--- src/rtl/cond_logic_banked_pkg.sv ---
// rtl/cond_logic_banked_pkg.sv - condition codes, NZCV bit indices and flag_w bit indices
package cond_logic_banked_pkg;

  localparam logic [3:0] COND_EQ = 4'h0;
  localparam logic [3:0] COND_NE = 4'h1;
  localparam logic [3:0] COND_CS = 4'h2;
  localparam logic [3:0] COND_CC = 4'h3;
  localparam logic [3:0] COND_MI = 4'h4;
  localparam logic [3:0] COND_PL = 4'h5;
  localparam logic [3:0] COND_VS = 4'h6;
  localparam logic [3:0] COND_VC = 4'h7;
  localparam logic [3:0] COND_HI = 4'h8;
  localparam logic [3:0] COND_LS = 4'h9;
  localparam logic [3:0] COND_GE = 4'hA;
  localparam logic [3:0] COND_LT = 4'hB;
  localparam logic [3:0] COND_GT = 4'hC;
  localparam logic [3:0] COND_LE = 4'hD;
  localparam logic [3:0] COND_AL = 4'hE;
  localparam logic [3:0] COND_NV = 4'hF;

  localparam int FLAG_N = 3;
  localparam int FLAG_Z = 2;
  localparam int FLAG_C = 1;
  localparam int FLAG_V = 0;

  localparam int FW_NZ = 1;
  localparam int FW_CV = 0;

endpackage

--- src/rtl/cond_logic_banked_cond_check.sv ---
// rtl/cond_logic_banked_cond_check.sv - combinational ARM condition-field decode against NZCV
module cond_check
  import cond_logic_banked_pkg::*;
(
  input  logic [3:0] cond,
  input  logic [3:0] flags,
  output logic       cond_ex
);

  logic n, z, c, v;

  assign n = flags[FLAG_N];
  assign z = flags[FLAG_Z];
  assign c = flags[FLAG_C];
  assign v = flags[FLAG_V];

  always_comb begin
    cond_ex = 1'b0;
    case (cond)
      COND_EQ: cond_ex = z;
      COND_NE: cond_ex = ~z;
      COND_CS: cond_ex = c;
      COND_CC: cond_ex = ~c;
      COND_MI: cond_ex = n;
      COND_PL: cond_ex = ~n;
      COND_VS: cond_ex = v;
      COND_VC: cond_ex = ~v;
      COND_HI: cond_ex = c & ~z;
      COND_LS: cond_ex = ~c | z;
      COND_GE: cond_ex = (n == v);
      COND_LT: cond_ex = (n != v);
      COND_GT: cond_ex = ~z & (n == v);
      COND_LE: cond_ex = z | (n != v);
      COND_AL: cond_ex = 1'b1;
      default: cond_ex = 1'b0;
    endcase
  end

endmodule

--- src/rtl/cond_logic_banked.sv ---
// rtl/cond_logic_banked.sv - banked NZCV flags with conditional write gating
// Optional flag save stack enabled by macro COND_FLAG_STACK_EN.
module cond_logic_banked
  import cond_logic_banked_pkg::*;
#(
  parameter int NUM_CTX     = 2,
  parameter int STACK_DEPTH = 4,
  localparam int CTX_W = (NUM_CTX > 1) ? $clog2(NUM_CTX) : 1,
  localparam int SC_W  = $clog2(STACK_DEPTH + 1)
) (
  input  logic            clk,
  input  logic            reset,
  input  logic            valid,
  input  logic            flush,
  input  logic [3:0]      cond,
  input  logic [3:0]      alu_flags,
  input  logic [1:0]      flag_w,
  input  logic [CTX_W-1:0] ctx_sel,
  input  logic            pcs,
  input  logic            reg_w,
  input  logic            mem_w,
  input  logic            save,
  input  logic            restore,
  output logic            pc_src,
  output logic            reg_write,
  output logic            mem_write,
  output logic            cond_ex,
  output logic [3:0]      flags,
  output logic [SC_W-1:0] stack_cnt,
  output logic            err_ovf,
  output logic            err_unf
);

  localparam int NB = 1 << CTX_W;

  // Array sized to the full ctx_sel range; entries >= NUM_CTX stay at reset value.
  logic [3:0] bank [NB];
  logic       sel_ok;
  logic       live;
  logic       op;
  logic       pop_en;
  logic [3:0] pop_val;

  assign sel_ok = (ctx_sel <= CTX_W'(NUM_CTX - 1));
  assign flags  = bank[ctx_sel];
  assign op     = valid & ~flush;
  assign live   = op & cond_ex;

  cond_check u_cond_check (
    .cond    (cond),
    .flags   (flags),
    .cond_ex (cond_ex)
  );

  assign pc_src    = ~reset & live & pcs;
  assign reg_write = ~reset & live & reg_w;
  assign mem_write = ~reset & live & mem_w;

  always_ff @(posedge clk) begin
    if (reset) begin
      for (int i = 0; i < NB; i++) bank[i] <= 4'b0000;
    end else if (sel_ok) begin
      if (pop_en) begin
        bank[ctx_sel] <= pop_val;
      end else if (live) begin
        if (flag_w[FW_NZ]) begin
          bank[ctx_sel][FLAG_N] <= alu_flags[FLAG_N];
          bank[ctx_sel][FLAG_Z] <= alu_flags[FLAG_Z];
        end
        if (flag_w[FW_CV]) begin
          bank[ctx_sel][FLAG_C] <= alu_flags[FLAG_C];
          bank[ctx_sel][FLAG_V] <= alu_flags[FLAG_V];
        end
      end
    end
  end

`ifdef COND_FLAG_STACK_EN
  localparam int SI_W = (STACK_DEPTH > 1) ? $clog2(STACK_DEPTH) : 1;

  logic [3:0]      stk [1 << SI_W];
  logic [SC_W-1:0] cnt;
  logic [SC_W-1:0] top;
  logic            ovf_q, unf_q;
  logic            full, empty;

  assign full    = (cnt == SC_W'(STACK_DEPTH));
  assign empty   = (cnt == '0);
  assign top     = cnt - 1'b1;
  assign pop_val = stk[top[SI_W-1:0]];
  assign pop_en  = op & restore & ~save & ~empty;

  always_ff @(posedge clk) begin
    if (reset) begin
      cnt   <= '0;
      ovf_q <= 1'b0;
      unf_q <= 1'b0;
    end else if (op) begin
      // Simultaneous save+restore is treated as a misuse and flagged as overflow.
      if (save && restore) begin
        ovf_q <= 1'b1;
      end else if (save) begin
        if (full) begin
          ovf_q <= 1'b1;
        end else begin
          stk[cnt[SI_W-1:0]] <= flags;
          cnt <= cnt + 1'b1;
        end
      end else if (restore) begin
        if (empty) unf_q <= 1'b1;
        else       cnt   <= top;
      end
    end
  end

  assign stack_cnt = cnt;
  assign err_ovf   = ovf_q;
  assign err_unf   = unf_q;
`else
  logic unused_stack_req;

  assign unused_stack_req = save ^ restore;
  assign pop_en    = 1'b0;
  assign pop_val   = 4'b0000;
  assign stack_cnt = '0;
  assign err_ovf   = 1'b0;
  assign err_unf   = 1'b0;
`endif

endmodule

--- config.mk ---
export PLATFORM = sky130hd
export DESIGN_NAME = cond_logic_banked
export DESIGN_NICKNAME = d
export VERILOG_FILES = /design/src/rtl/cond_logic_banked_pkg.sv /design/src/rtl/cond_logic_banked_cond_check.sv /design/src/rtl/cond_logic_banked.sv
export SDC_FILE = /design/constraint.sdc
export NUM_CORES = 1
export LEC_CHECK = 0
export ABC_AREA = 1
export CAP_MARGIN = 0
export CORE_AREA = 2 2 43 45
export CTS_BUF_LIST = sky130_fd_sc_hd__clkbuf_8
export DETAILED_ROUTE_END_ITERATION = 8
export DIE_AREA = 0 0 45 47
export MAX_ROUTING_LAYER = met4
export PLACE_DENSITY_LB_ADDON = 0.2
export SETUP_SLACK_MARGIN = 0.2
export SYNTH_ARGS = -nofsm -noshare
export SYNTH_HDL_FRONTEND = slang
export SYNTH_HIERARCHICAL = 1
export SYNTH_SLANG_ARGS = --single-unit
export TNS_END_PERCENT = 5
--- constraint.sdc ---
create_clock -name clk -period 3.6 [get_ports clk]
set_clock_uncertainty 0.15 [all_clocks]
set_input_delay 0.54 -clock clk [delete_from_list [all_inputs] [get_ports clk]]
set_output_delay 0.54 -clock clk [all_outputs]
set_load 0.03 [all_outputs]
==> results.py <==
metrics = {
    "outcome": {
        "status": "complete, no violations",
    },
    "timing": {
        "period_needed_ns": 3.27,
        "slew_viol_final": 0,
        "setup_tns_ns": 0,
        "hold_ws_ns": 0.834,
        "setup_viol": 0,
        "finalHoldViolCount": 0,
        "fmax_ghz": 0.306,
        "fin_crit_sh": 0.909,
        "rsz0062_at_grt": "true",
    },
    "grt": {
        "grt_pass1_wl_um": 2360,
        "grt_pass1_vias": 629,
        "antenna_found_initial": 0,
        "gr-total-overflow": 0,
        "grt_use_total": 0.163,
        "grt_max_degree": 8,
    },
    "clocking": {
        "cts-root-buf": "clkbuf_8",
        "clkLatencyLatePin_ns": 0.22,
        "cts.clk_slew.worst_paths_ns": 0.04,
        "cts_sinks": 8,
        "htreeDepth": 1,
        "postCtsSetupBuffers": 0,
        "ctsHoldBuffers": 0,
        "numCtsBuffers": 3,
        "cts_tree": "done",
        "clockBufferDepth": 2,
    },
    "power": {
        "intPower_mw": 0.215,
        "ir_drop_uv": 219,
        "p_leak_nw": 0.509,
        "p_seq_frac": 0.358,
        "p_sw_mw": 0.0861,
        "power_switching_share": 0.286,
        "p_per_area_nw_per_um2": 307,
        "pwr-share-clk": 0.348,
        "power.total_mw": 0.301,
        "combinationalPowerShare": 0.294,
    },
    "setup_path": {
        "worstSetupStartpointType": "primary input",
        "cp_data_arrival_time_ns": 2.58,
        "critPathTopFamily": "buffers and inverters",
        "max_stage_delay_ns": 0.55,
        "crit_required_ns": 2.91,
        "setup.worst_path.end_class": "output port",
        "crit_path_frequent_cell": "nand2_1",
        "worstPathCellList": "clkdlybuf4s50_1 > inv_2 > nand2_1 > nand2_1 > inv_1 > nand2_1 > nand3_1 > nand2_1 > nand2_1 > nand2_1 > nor2_1 > nand2_1 > nand2_1 > inv_1 > nand2_1 > nor2_1 > buf_4",
        "slowest_stage": "clkdlybuf4s50_1",
        "crit_buf_inv": 5,
        "critical_path.max_fanout": 7,
        "crit_type": "in2out",
    },
    "floorplan": {
        "die_y_um": 47,
        "initial_core_util": 0.420,
        "die_w_um": 45,
        "rows": 15,
        "die_area_um2": 2120,
        "core_um2": 1650,
        "io_pins": 33,
    },
    "detailed_routing": {
        "wire_per_inst_um": 9.54,
        "num_vias": 744,
        "first_iter_violations": 16,
        "via_per_inst": 4.74,
        "drt_wl_total_um": 1500,
        "drt_first_pass_iters": 4,
        "drtAntennaViolNets": 0,
        "route.detailed.drc": 0,
    },
    "layout": {
        "diodes": 0,
        "fin_nets": 162,
        "regMostFlops": "bank",
        "reg_top3": "bank (8)",
        "largest_register_ffs": 8,
        "drive_gt1_frac": 0.0643,
        "syn_to_final_growth_pct": 41.2,
        "final_cells": 157,
    },
    "synthesis": {
        "synth.distinct_cells": 15,
        "syn_area_um2": 693,
        "syn_avg_cell_area_um2": 6.13,
        "yosys_warnings": 6,
        "ys_seq_elements": 8,
        "synth_cells": 113,
        "synth-seq-area-share": 0.347,
    },
    "place": {
        "gp_congestion": 0.967,
        "port_buffers": 25,
        "place_hpwl_um": 1240,
        "dpl.cell_count": 154,
    },
    "run": {
        "drv_cap": 0,
    },
    "min_path": {
        "hold_class": "in2reg",
    },
}
final timing paths:
check	slack [ns]	endpoint	cells past startpoint	from
setup / recovery	0.33	mem_write	17	ctx_sel
hold reg to reg	1.20	bank[0][0]$_SDFFCE_PN0P_	10	bank[0][3]$_SDFFCE_PN0P_
hold / removal	0.83	bank[0][1]$_SDFFCE_PN0P_	3	alu_flags[1]
setup reg to reg	1.61	bank[1][0]$_SDFFCE_PN0P_	13	bank[1][3]$_SDFFCE_PN0P_
cell usage in the layout, fill, tap and decap left out, types with 2 or more instances in the layout:
| cell | synthesis | final |
|---|---|---|
| edfxtp_1 | 8 | 8 |
| conb_1 | 1 | 5 |
| inv_1 | 16 | 16 |
| a21oi_1 | 2 | 2 |
| nand2_1 | 40 | 40 |
| clkinv_1 | 2 | 2 |
| clkdlybuf4s50_1 | 0 | 21 |
| nand4_1 | 4 | 4 |
| nand3_1 | 10 | 10 |
| clkbuf_8 | 0 | 3 |
| nor2_1 | 20 | 20 |
| buf_4 | 5 | 3 |
layer usage:
layer	vias up	track usage	wire, µm
met3	6	0.0192	83
met5	-	-	0
met2	26	0.303	784
met4	0	0.124	49
li1	396	-	-
met1	316	0.151	580
layout make-up:
cell class	instances	area, µm²
clock buffer	3	41.3
multi-input combinational	85	359
inverter	19	71.3
timing repair buffer	25	245
fill	159	673
tap	17	21.3
sequential	8	240
tightest hold or removal path, cell delays in order:
cell,delay [ns]
clkdlybuf4s50_1,0.39
inv_1,0.07
nor2_1,0.04
Yosys cell counts:
master    number  area, µm²
nand3_1       10       50.1
inv_2          1       3.75
nor2_4         1       11.3
edfxtp_1       8        240
a21oi_1        2       10.0
inv_1         16       60.1
nand4_1        4       25.0
nand2_2        1       6.26
nand2_1       40        150
buf_4          5       37.5
nor3_1         1       5.00
nor2_1        20       75.1
nand3b_1       1       7.51
clkinv_1       2       7.51
conb_1         1       3.75
what timing repair did:
action,4_1_cts,5_1_grt
endpoints found under the hold margin,0,0
gates resized for setup,0,1
endpoints found under the setup margin,0,4
kinds of logic (layout without fill, tap and decap cells):
group | Yosys count | count (layout) | synth area share
AO/OA/AOI/OAI | 2 | 2 | 0.0144
flip-flops | 8 | 8 | 0.347
AND/OR/NAND/NOR | 78 | 78 | 0.477
buffers and inverters | 24 | 47 | 0.157
other | 1 | 5 | 0.00541
power by group through the flow:
stage	clock network, mW	logic (mW)	registers (mW)
after floorplan	0	0.0537	0.109
after global placement	0	0.0878	0.109
after detailed placement	0	0.0885	0.109
after CTS	0.104	0.0889	0.108
after global routing	0.109	0.0972	0.108
final	0.105	0.0885	0.108
stage by stage:
step | instance area [µm²] | utilization | setup slack, ns
5_1_grt | 978 | 0.592 | 0.0785
4_1_cts | 976 | 0.591 | 0.230
3_3_place_gp | 935 | 0.566 | 0.241
6_report | 978 | 0.592 | 0.329
3_5_place_dp | 935 | 0.566 | 0.228
2_1_floorplan | 708 | - | 0.595
(Power assumes the default switching activity.)
